**src/rtl/pc_fetch_sequencer.sv**
```systemverilog
// RV32I fetch sequencer: owns the PC, issues one imem request at a time,
// presents fetched words to decode with valid/stall; handles redirects in flight.
// Optional macro PCSEQ_TRAP_EN: misaligned redirects go to TRAP_VEC instead of being dropped.
module pc_fetch_sequencer #(
  parameter logic [31:0] BOOT_ADDR = 32'h0000_0000,
  parameter logic [31:0] TRAP_VEC  = 32'h0000_0004
) (
  input  logic        CLK,
  input  logic        RST,
  output logic        IMEM_REQ,
  output logic [31:0] IMEM_ADDR,
  input  logic        IMEM_GNT,
  input  logic        IMEM_RVALID,
  input  logic [31:0] IMEM_RDATA,
  output logic        INSTR_VALID,
  output logic [31:0] INSTR,
  output logic [31:0] INSTR_PC,
  input  logic        STALL,
  input  logic        REDIRECT,
  input  logic [31:0] REDIRECT_PC,
  output logic [31:0] PC,
  output logic        MISALIGN
);

  typedef enum logic [1:0] {S_IDLE, S_REQ, S_WAIT, S_OUT} state_t;

  state_t      state, state_nxt;
  logic [31:0] pc_q, pc_nxt;
  logic        discard_q, discard_nxt;
  logic        vld_q, vld_nxt;
  logic [31:0] instr_q, instr_nxt;
  logic [31:0] ipc_q, ipc_nxt;
  logic        mis_q;

  logic        redir_mis;
  logic        redir_take;
  logic [31:0] redir_tgt;

  // A misaligned target selects the trap vector; whether it is acted on depends on the build.
  assign redir_mis = REDIRECT_PC[1:0] != 2'b00;
  assign redir_tgt = redir_mis ? TRAP_VEC : REDIRECT_PC;
`ifdef PCSEQ_TRAP_EN
  assign redir_take = REDIRECT;
`else
  assign redir_take = REDIRECT && !redir_mis;
`endif

  assign IMEM_REQ    = (state == S_REQ);
  assign IMEM_ADDR   = pc_q;
  assign PC          = pc_q;
  assign INSTR_VALID = vld_q;
  assign INSTR       = instr_q;
  assign INSTR_PC    = ipc_q;
  assign MISALIGN    = mis_q;

  // State and datapath registers, asynchronously reset to the boot state.
  always_ff @(posedge CLK or posedge RST) begin
    if (RST) begin
      state     <= S_IDLE;
      pc_q      <= BOOT_ADDR;
      discard_q <= 1'b0;
      vld_q     <= 1'b0;
      instr_q   <= 32'h0;
      ipc_q     <= 32'h0;
      mis_q     <= 1'b0;
    end else begin
      state     <= state_nxt;
      pc_q      <= pc_nxt;
      discard_q <= discard_nxt;
      vld_q     <= vld_nxt;
      instr_q   <= instr_nxt;
      ipc_q     <= ipc_nxt;
      mis_q     <= REDIRECT && redir_mis;
    end
  end

  // Next-state logic; a taken redirect overrides normal sequencing and stall.
  always_comb begin
    state_nxt   = state;
    pc_nxt      = pc_q;
    discard_nxt = discard_q;
    vld_nxt     = vld_q;
    instr_nxt   = instr_q;
    ipc_nxt     = ipc_q;
    case (state)
      S_IDLE: begin
        state_nxt = S_REQ;
        if (redir_take) pc_nxt = redir_tgt;
      end
      S_REQ: begin
        if (redir_take) pc_nxt = redir_tgt;
        // A grant in the same cycle as a redirect fetched the old path: mark it stale.
        if (IMEM_GNT) begin
          state_nxt   = S_WAIT;
          discard_nxt = redir_take;
        end
      end
      S_WAIT: begin
        if (redir_take) begin
          pc_nxt = redir_tgt;
          if (IMEM_RVALID) begin
            discard_nxt = 1'b0;
            state_nxt   = S_REQ;
          end else begin
            discard_nxt = 1'b1;
          end
        end else if (IMEM_RVALID) begin
          if (discard_q) begin
            discard_nxt = 1'b0;
            state_nxt   = S_REQ;
          end else begin
            instr_nxt = IMEM_RDATA;
            ipc_nxt   = pc_q;
            vld_nxt   = 1'b1;
            state_nxt = S_OUT;
          end
        end
      end
      S_OUT: begin
        if (redir_take) begin
          pc_nxt    = redir_tgt;
          vld_nxt   = 1'b0;
          state_nxt = S_REQ;
        end else if (!STALL) begin
          pc_nxt    = pc_q + 32'd4;
          vld_nxt   = 1'b0;
          state_nxt = S_REQ;
        end
      end
      default: state_nxt = S_IDLE;
    endcase
  end

endmodule

```
**config.mk**
```make
export PLATFORM = sky130hd
export DESIGN_NAME = pc_fetch_sequencer
export DESIGN_NICKNAME = d
export VERILOG_FILES = /design/src/rtl/pc_fetch_sequencer.sv
export SDC_FILE = /design/constraint.sdc
export NUM_CORES = 1
export LEC_CHECK = 0
export CORE_MARGIN = 8
export CORE_UTILIZATION = 44
export CTS_CLUSTER_SIZE = 10
export DETAILED_ROUTE_END_ITERATION = 16
export PLACE_DENSITY = 0.81
export SYNTH_ARGS = -nofsm -noshare
export SYNTH_HDL_FRONTEND = slang
export SYNTH_SLANG_ARGS = --single-unit
```
**constraint.sdc**
```tcl
create_clock -name CLK -period 4.5 [get_ports CLK]
set_input_delay 0.9 -clock CLK [delete_from_list [all_inputs] [get_ports CLK]]
set_output_delay 0.9 -clock CLK [all_outputs]
set_load 0.01 [all_outputs]
```
==> results of run 1 <==
[sequential cells by signal, summed over array words and instances (netlist names)]
| signal | count |
|---|---|
| IMEM_ADDR | 32 |
| INSTR | 32 |
| INSTR_PC | 32 |
| INSTR_VALID | 1 |
| MISALIGN | 1 |
| discard_q | 1 |
| state | 2 |
[layer usage]
| layer | GRT usage [%] | routed length (µm) | up-vias |
|---|---|---|---|
| li1 | - | - | 2006 |
| met1 | 25.2 | 6500 | 2109 |
| met2 | 31.1 | 7020 | 230 |
| met3 | 5.43 | 1450 | 31 |
| met4 | 8.13 | 330 | 0 |
| met5 | 0 | 0 | - |
[cell type report]
cell class | instances | area [µm²]
inverter | 13 | 51.3
timing repair buffer | 207 | 2050
fill | 923 | 4050
tap | 143 | 179
clock inverter | 3 | 42.5
clock buffer | 13 | 270
sequential | 101 | 2530
multi-input combinational | 298 | 2150
[cell usage after synthesis, types with 2 or more instances]
library cell  number  area, µm²
dfrtp_1          101       2530
mux2_2            56        631
a21oi_1           37        185
buf_4             33        248
o21ai_0           30        150
nand2_1           28        105
nor2_1            21       78.8
inv_1             13       48.8
nand3_1           13       65.1
a31oi_1           11       68.8
buf_2             11       55.1
clkbuf_1          10       37.5
nand4_1            9       56.3
nor3_1             8       40.0
ha_1               6       75.1
a21o_1             5       37.5
and2_1             5       31.3
and3_1             5       31.3
a22oi_1            4       30.0
a32oi_1            4       35.0
and4_1             3       26.3
o22a_1             3       26.3
o22ai_1            3       18.8
or2_2              3       18.8
a311oi_1           2       17.5
a41oi_1            2       17.5
nand4_2            2       25.0
nor4_1             2       12.5
o21ai_1            2       10.0
o2bb2ai_1          2       17.5
or3_1              2       12.5
[worst reg2reg max path, cell delays in order, from the launching register on]
cell and delay [ns]:
dfrtp_1 0.45, ha_1 0.39, inv_1 0.18, nor2_2 0.88
nand3_1 0.27, or4b_1 0.53, nand3_1 0.09
[worst min path at each step]
stage | end | slack (ns) | cells past startpoint
2_1_floorplan | INSTR_PC[10]$_DFFE_PP0P_ | 0.52 | 2
3_3_place_gp | INSTR_PC[6]$_DFFE_PP0P_ | 0.47 | 2
3_5_place_dp | INSTR_PC[29]$_DFFE_PP0P_ | 0.48 | 2
4_1_cts | INSTR_PC[29]$_DFFE_PP0P_ | 0.50 | 2
5_1_grt | INSTR[1]$_DFFE_PP0P_ | 0.52 | 1
6_report | INSTR_PC[29]$_DFFE_PP0P_ | 0.49 | 2
[kinds of logic (layout without fill, tap and decap cells)]
logic type,Yosys count,in the layout
adder cells (fa/ha/maj),6,6
multiplexers,57,57
AO/OA/AOI/OAI,119,119
AND/OR/NAND/NOR,116,116
buffers and inverters,67,236
flip-flops,101,101
[power breakdown]
part           switching, mW  internal, mW  leakage [nW]
combinational          0.873          1.23          1.62
sequential             0.389          1.29          1.28
clock                  0.326         0.476         0.152
[per-stage QoR]
step	power, mW	instances	util, %	hold slack (ns)
after floorplan	2.64	466	-	0.516
after global placement	3.74	762	61.5	0.467
after detailed placement	3.82	762	61.5	0.483
after CTS	4.63	778	64.2	0.498
after global routing	4.86	778	64.2	0.518
final	4.58	778	64.2	0.495
==> impl_results.md, run 1 <==
- Post-CTS Repair Setup Buffers: 0
- CTS Buffer Depth: 2
- Hold Crit Start: INSTR_PC[29]$_DFFE_PP0P_
- Mux contribution to synthesized area: 12.7%
- Row count: 39
- Post-DP Area: 0.00696 mm²
- Main combinational cell family by area after synthesis: compound AO/OA/AOI/OAI gates
- Post-route cell area: 0.00727 mm²
- Worst-skew pair later-pin latency: 0.34 ns
- Fin nets: 706
- Ys async rst share: 100%
- Vias/cell: 5.62
- Share of layout cells above drive strength 1: 15.3%
- CTS tree: built
- Number of synthesis warnings: 0
- Port Buffers: 200
- Reg-to-Reg Start: state[0]$_DFFE_PP0P_
- GPL Wtd Cong: 0.814
- Power per cell area: 630 mW/mm²
- Initial core utilization: 44.6%
- Setup slack after layout: 1.32 ns
- Fin Clk Skew: 0.00794 ns
- Critical path class: input pin to flip-flop
- Top delay family on crit path: simple AND/OR/NAND/NOR gates
- Post-Place Worst Slack: 0.968 ns
- DRT iter0 DRCs: 299
- MaxCap Viol Count: 0
- Initial DRT Pass Iterations: 4
- Peak Freq: 314 MHz
- Crit-path cells: clkdlybuf4s50_1, nor3b_2, nor3b_1, nand2_4, mux2_2
- Most frequent cells in the layout: clkdlybuf4s50_1, dfrtp_1, mux2_2
- Average size of a mapped cell: 10.8 µm²
- Critical path's slowest cell: nand2_4
- Most used DFF post-synth: dfrtp_1
- Initial antenna violation count: 0
- CP Capture Type: flip-flop
- Post-Synth XOR/XNOR Area: 0%
- Total congestion overflow: 0
- Setup Viol. Count Final: 0
- Placeable Area: 0.0113 mm²
- Netlist Area Pre-Place: 0.00505 mm²
- Worst-path clk slew: 0.06 ns
- Post-Syn Instances: 466
- Vias after detailed routing: 4376
- CP required: 4.72 ns
- Number of CTS-inserted buffers: 9
- Most common cell after layout, fill and taps aside: clkdlybuf4s50_1
- Critical path origin: REDIRECT
- P_leak: 3.05 nW
- WP depth: 5
- Seq/Total Area, Yosys: 50.0%
- Die W: 123 µm
- Root buf cell: clkbuf_16
- Number of global-route vias before repair: 4408
- Synth Area in Compound Gates: 14.6%
- Fin crit period: 3.18 ns
- Max FO, Critical Path: 63
- Post-synthesis adder-cell area fraction: 1.49%
- Post-CTS sizing: 0
- Ant diodes: 0
- Num Clock Sinks: 101
- Post-Synth Simple-Gate Area: 13.5%
- I/O Pins: 201
- Global-route wire length before repair: 23600 µm
- CP max stage delay: 0.67 ns
- Die H: 123 µm
- Worst min path class: flip-flop to flip-flop
- Overall routing resource usage: 19.7%
- Number of synthesized flops with an enable pin: 0
- VDD IR-drop max: 0.348 mV
- CP bufs+invs: 1
- Die Area: 0.0152 mm²
- R2R Setup Slk: 1.64 ns
- Antenna viol nets, final: 0
- R2R Path End: IMEM_ADDR[31]$_DFFE_PP0P_
- Status: finished, final reports clean
- Worst-Margin Slew: 1.10 ns
- Hold Fails Final Rpt: 0
- Setup TNS Final: 0 ns
- Worst setup endpoint: INSTR[14]$_DFFE_PP0P_
- Area Overhead vs Synth: 44.0%
- Fin crit share: 70.8%
- Reg2Reg Depth: 6
- CTS H-tree depth: 3
- Final HPWL DP: 11500 µm
- Crit path DAT: 3.40 ns
- Yosys cell types: 61
- Syn Nets: 542
- Post-CTS Hold Buffers: 0
- Max transition margin: 26.7%
- Unrepaired setup endpoints after global routing: false
- Synth Register Bits: 101
- Final WL: 15300 µm
- Worst setup SP type: input pin
- Detailed-route wire length per cell: 19.7 µm
- Largest net degree at the start of global routing: 64
- DRC viols: 0
- Slew Limit Fails: 0
Note: power is estimated with default switching activity, not from simulation.
==> inputs of run 2 (changes only) <==
==> constraint.sdc (replaced) <==
create_clock -name CLK -period 2.95 [get_ports CLK]
set_input_delay 0.59 -clock CLK [delete_from_list [all_inputs] [get_ports CLK]]
set_output_delay 0.59 -clock CLK [all_outputs]
set_load 0.01 [all_outputs]
==> impl_results.md, run 2 (synthesized netlist as in run 1, its figures left out) <==
- Setup slack after layout: 0.474 ns (-0.842 ns)
- Hold Crit Start: INSTR_PC[29]$_DFFE_PP0P_
- Critical path class: input pin to flip-flop
- MaxCap Viol Count: 0 (unchanged)
- Placeable Area: 0.0113 mm² (unchanged)
- Overall routing resource usage: 20.8% (+1.1 points)
- Max FO, Critical Path: 12 (-81%)
- Final WL: 15800 µm (+3.6%)
- Worst-Margin Slew: 0.712 ns (-0.387 ns)
- WHS Endpoint: INSTR_PC[29]$_DFFE_PP0P_
- Post-Place Worst Slack: 0.114 ns (-0.854 ns)
- Worst setup SP type: input pin
- Port Buffers: 200 (unchanged)
- Most common cell after layout, fill and taps aside: clkdlybuf4s50_1
- I/O Pins: 201 (unchanged)
- Post-CTS Hold Buffers: 0 (unchanged)
- Worst-skew pair later-pin latency: 0.35 ns (about the same)
- P_leak: 3.11 nW (+2.1%)
- Share of layout cells above drive strength 1: 16.8% (+1.5 points)
- Row count: 39 (unchanged)
- CP Capture Type: flip-flop
- Number of CTS-inserted buffers: 9 (unchanged)
- Max transition margin: 52.3% (+26 points)
- Post-CTS Repair Setup Buffers: 0 (unchanged)
- Detailed-route wire length per cell: 20.0 µm (+1.9%)
- Die H: 123 µm (unchanged)
- Hold Fails Final Rpt: 0 (unchanged)
- Largest net degree at the start of global routing: 102 (+59%)
- Total congestion overflow: 0 (unchanged)
- Num Clock Sinks: 101 (unchanged)
- CTS tree: built
- Final HPWL DP: 12000 µm (+4.3%)
- VDD IR-drop max: 0.628 mV (+80%)
- Fin crit period: 2.48 ns
- DRT iter0 DRCs: 380 (+27%)
- DRC viols: 0 (unchanged)
- CTS Buffer Depth: 2 (unchanged)
- Worst min path class: flip-flop to flip-flop
- Initial DRT Pass Iterations: 5 (+1)
- Antenna viol nets, final: 0 (unchanged)
- Number of global-route vias before repair: 4512 (+2.4%)
- Die Area: 0.0152 mm² (unchanged)
- Slew Limit Fails: 0 (unchanged)
- CTS H-tree depth: 3 (unchanged)
- Worst-path clk slew: 0.07 ns (about the same)
- Initial antenna violation count: 0 (unchanged)
- Global-route wire length before repair: 24600 µm (+4.3%)
- Cell depth of the worst min-delay path: 2 (unchanged)
- Vias after detailed routing: 4464 (+2.0%)
- R2R Path End: IMEM_ADDR[30]$_DFFE_PP0P_
- Setup Viol. Count Final: 0 (unchanged)
- Vias/cell: 5.64 (+0.33%)
- Most frequent cells in the layout: clkdlybuf4s50_1, dfrtp_1, mux2_2
- Area Overhead vs Synth: 46.0%
- Ant diodes: 0 (unchanged)
- Root buf cell: clkbuf_16
- Power per cell area: 942 mW/mm² (+50%)
- Peak Freq: 404 MHz
- Die W: 123 µm (unchanged)
- Fin Clk Skew: 0.00556 ns (-0.00238 ns)
- Setup TNS Final: 0 ns (unchanged)
- R2R Setup Slk: 0.60 ns (-1.04 ns)
- CP required: 3.18 ns (-1.54 ns)
- Reg2Reg Depth: 6 (unchanged)
- Unrepaired setup endpoints after global routing: false
- Initial core utilization: 44.6% (unchanged)
- GPL Wtd Cong: 0.943 (+16%)
- Crit path DAT: 2.71 ns (-0.69 ns)
- Fin nets: 719 (+1.8%)
- Status: finished, final reports clean
- Post-CTS sizing: 0 (unchanged)
- Reg-to-Reg Start: IMEM_ADDR[2]$_DFFE_PP0P_
- Fin crit share: 83.9%
==> run 2: changes by cell type in the layout (fill, tap and decap cells not counted), moves of 2 or more <==
| cell | previous run | this run |
|---|---|---|
| buf_12 | 0 | 4 |
| clkinv_4 | 0 | 2 |
| buf_4 | 7 | 16 |
| clkbuf_8 | 3 | 0 |
| clkinv_2 | 1 | 3 |
==> run 2: how the worst max path moves through the flow <==
stage                                  start                         to  slack (ns)  depth (start not counted)
floorplan           IMEM_ADDR[2]$_DFFE_PP0P_  IMEM_ADDR[30]$_DFFE_PP0P_        0.93                          6
global placement                    REDIRECT   INSTR_PC[18]$_DFFE_PP0P_        0.22                          6
detailed placement                  REDIRECT   INSTR_PC[18]$_DFFE_PP0P_        0.11                          6
CTS                                 REDIRECT   INSTR_PC[12]$_DFFE_PP0P_        0.50                          6
global route                        REDIRECT   INSTR_PC[14]$_DFFE_PP0P_        0.37                          6
finish                              REDIRECT   INSTR_PC[19]$_DFFE_PP0P_        0.47                          6
==> run 2: cell type report <==
type,count,area (µm²)
clock inverters,6,40.0
repair buffers,220,2200
inverters,13,52.6
fillers,908,3950
clock buffers,10,229
well taps,143,179
multi-input cells,298,2140
flip-flops and latches,101,2530
==> run 2: layer usage <==
layer	vias to the layer above	share of wire, %	global-route usage, %
li1	2041	-	-
met4	0	2.0	8.43
met3	22	11	6.94
met2	211	47	33.2
met5	-	0	0
met1	2190	40	25.5
==> run 2: where the power goes <==
group          internal, mW  leakage [nW]  switching, mW
combinational          1.93          1.70           1.37
sequential             1.96          1.28          0.593
clock                 0.571         0.132          0.522
total                  4.46          3.11           2.48
==> run 2: worst max-delay path, cell delays in order <==
cell and delay, ns:
clkdlybuf4s50_1 0.53, nor3b_2 0.62, nor3b_1 0.21, nand2_4 0.16, buf_4 0.24, mux2_2 0.36
==> run 2: stage by stage <==
stage	utilization (%)	std cells	cell area (µm²)	power, mW	hold slack (ns)
after detailed placement	62.8	775	7110	5.91	0.479
after global routing	65.1	791	7370	7.35	0.514
after CTS	65.1	791	7370	7.01	0.494
final	65.1	791	7370	6.95	0.492
after global placement	62.8	775	7110	5.79	0.470
after floorplan	-	466	5050	4.03	0.516
==> inputs of run 3 (changes only) <==
==> constraint.sdc (replaced) <==
create_clock -name CLK -period 2.3 [get_ports CLK]
set_input_delay 0.46 -clock CLK [delete_from_list [all_inputs] [get_ports CLK]]
set_output_delay 0.46 -clock CLK [all_outputs]
set_load 0.01 [all_outputs]
==> impl_results.md, run 3 (synthesized netlist as in run 1, its figures left out) <==
- Peak Freq: 448 MHz
- Top delay family on crit path: buffers and inverters
- Max transition margin: 63.8% (+11 points)
- Overall routing resource usage: 20.7% (-0.084 points)
- Setup Viol. Count Final: 0 (unchanged)
- Final WL: 15900 µm (+0.40%)
- I/O Pins: 201 (unchanged)
- Die H: 123 µm (unchanged)
- Die Area: 0.0152 mm² (unchanged)
- Reg2Reg Depth: 6 (unchanged)
- Crit-path cells: inv_1, ha_1, clkdlybuf4s50_1
- CTS Buffer Depth: 2 (unchanged)
- GPL Wtd Cong: 0.906 (-3.8%)
- Antenna viol nets, final: 0 (unchanged)
- Row count: 39 (unchanged)
- Slew Limit Fails: 0 (unchanged)
- WP depth: 3 (-3)
- Worst-Margin Slew: 0.542 ns (-0.170 ns)
- Post-Place Worst Slack: -0.143 ns (-0.257 ns)
- Worst-path clk slew: 0.07 ns (about the same)
- Port Buffers: 200 (unchanged)
- Ant diodes: 0 (unchanged)
- Post-DP Area: 0.00733 mm² (+3.2%)
- Fin crit period: 2.23 ns
- Final HPWL DP: 12400 µm (+3.4%)
- CP required: 1.84 ns (-1.34 ns)
- Detailed-route wire length per cell: 19.4 µm (-2.9%)
- CP bufs+invs: 2 (unchanged)
- Worst setup SP type: flip-flop
- Final core occ: 67.4% (+2.3 points)
- CTS H-tree depth: 3 (unchanged)
- Hold Fails Final Rpt: 0 (unchanged)
- Post-CTS sizing: 0 (unchanged)
- Fin nets: 746 (+3.8%)
- Worst-skew pair later-pin latency: 0.35 ns (about the same)
- Share of layout cells above drive strength 1: 20.3% (+3.5 points)
- Setup slack after layout: 0.0668 ns (-0.407 ns)
- Total congestion overflow: 0 (unchanged)
- MaxCap Viol Count: 0 (unchanged)
- CP Capture Type: output port
- Number of global-route vias before repair: 4567 (+1.2%)
- VDD IR-drop max: 0.733 mV (+17%)
- Setup TNS Final: 0 ns (unchanged)
- Status: finished, final reports clean
- Cell depth of the worst min-delay path: 2 (unchanged)
- Post-route cell area: 0.00763 mm² (+3.5%)
- Largest net degree at the start of global routing: 31 (-70%)
- Worst min path class: flip-flop to flip-flop
- Root buf cell: clkbuf_16
- Fin Clk Skew: 0.00912 ns (+0.00357 ns)
- Vias/cell: 5.52 (-2.2%)
- Area Overhead vs Synth: 51.2%
- Initial core utilization: 44.6% (unchanged)
- Most frequent cells in the layout: clkdlybuf4s50_1, dfrtp_1, mux2_2
- Global-route wire length before repair: 24600 µm (-0.11%)
- DRC viols: 0 (unchanged)
- Critical path class: flip-flop to output port
- Num Clock Sinks: 101 (unchanged)
- Crit path DAT: 1.77 ns (-0.94 ns)
- Post-CTS Repair Setup Buffers: 0 (unchanged)
- P_leak: 3.26 nW (+4.7%)
- Critical path's slowest cell: clkdlybuf4s50_1
- Number of CTS-inserted buffers: 9 (unchanged)
- Vias after detailed routing: 4514 (+1.1%)
- Power per cell area: 1210 mW/mm² (+28%)
- Die W: 123 µm (unchanged)
- Post-CTS Hold Buffers: 0 (unchanged)
- Initial antenna violation count: 0 (unchanged)
- Max FO, Critical Path: 6 (-6)
- Fin crit share: 97.1%
- CP max stage delay: 0.59 ns (-0.03 ns)
- Final hold slack: 0.481 ns (-0.0117 ns)
- Initial DRT Pass Iterations: 6 (+1)
- Unrepaired setup endpoints after global routing: false
- Placeable Area: 0.0113 mm² (unchanged)
- Most common cell after layout, fill and taps aside: clkdlybuf4s50_1
- CTS tree: built
- DRT iter0 DRCs: 326 (-14%)
[run 3: cell count changes in the layout (fill, tap and decap cells not counted), sizes merged]
cell	before	now
bufinv	0	1
clkinvlp	2	4
buf	20	47
clkinv	5	2
inv	12	13
clkbuf	10	9
[run 3: metrics by stage]
| stage | cells | power, mW |
|---|---|---|
| finish | 818 | 9.20 |
| global route | 818 | 9.74 |
| CTS | 818 | 9.30 |
| detailed placement | 802 | 7.74 |
| global placement | 802 | 7.59 |
| floorplan | 466 | 5.17 |
[run 3: layout make-up]
type	instances	area, µm²
flip-flops and latches	101	2530
well taps	143	179
clock inverters	7	75.1
repair buffers	247	2430
multi-input cells	298	2140
fillers	913	3690
clock buffers	9	225
inverters	13	52.6
[run 3: tightest hold or removal path, stage by stage (launching register included)]
cell and delay (ns):
dfrtp_1 0.35, nand2_1 0.05, o21ai_0 0.06
[run 3: path summary, 6_finish.rpt]
path                                           from                   endpoint  slack (ns)
max                            state[1]$_DFFE_PP0P_                   IMEM_REQ        0.07
min                         INSTR_PC[6]$_DFFE_PP0P_    INSTR_PC[6]$_DFFE_PP0P_        0.48
max reg2reg                IMEM_ADDR[2]$_DFFE_PP0P_  IMEM_ADDR[30]$_DFFE_PP0P_        0.16
min reg2reg                 INSTR_PC[6]$_DFFE_PP0P_    INSTR_PC[6]$_DFFE_PP0P_        0.48
max in group asynchronous                       RST  IMEM_ADDR[19]$_DFFE_PP0P_        1.21
min in group asynchronous                       RST   INSTR_PC[28]$_DFFE_PP0P_        0.52
[run 3: power breakdown]
group	internal (mW)	switching (mW)	leakage, nW
Clock	0.847	0.679	0.138
Sequential	2.52	0.658	1.28
Combinational	2.61	1.88	1.84
[run 3: layer usage]
| metal | vias to the layer above | global-route usage, % | wire, µm |
|---|---|---|---|
| li1 | 2091 | - | - |
| met3 | 18 | 6.99 | 1720 |
| met5 | - | 0 | 0 |
| met1 | 2180 | 25.5 | 6490 |
| met4 | 0 | 6.77 | 180 |
| met2 | 225 | 33.6 | 7520 |
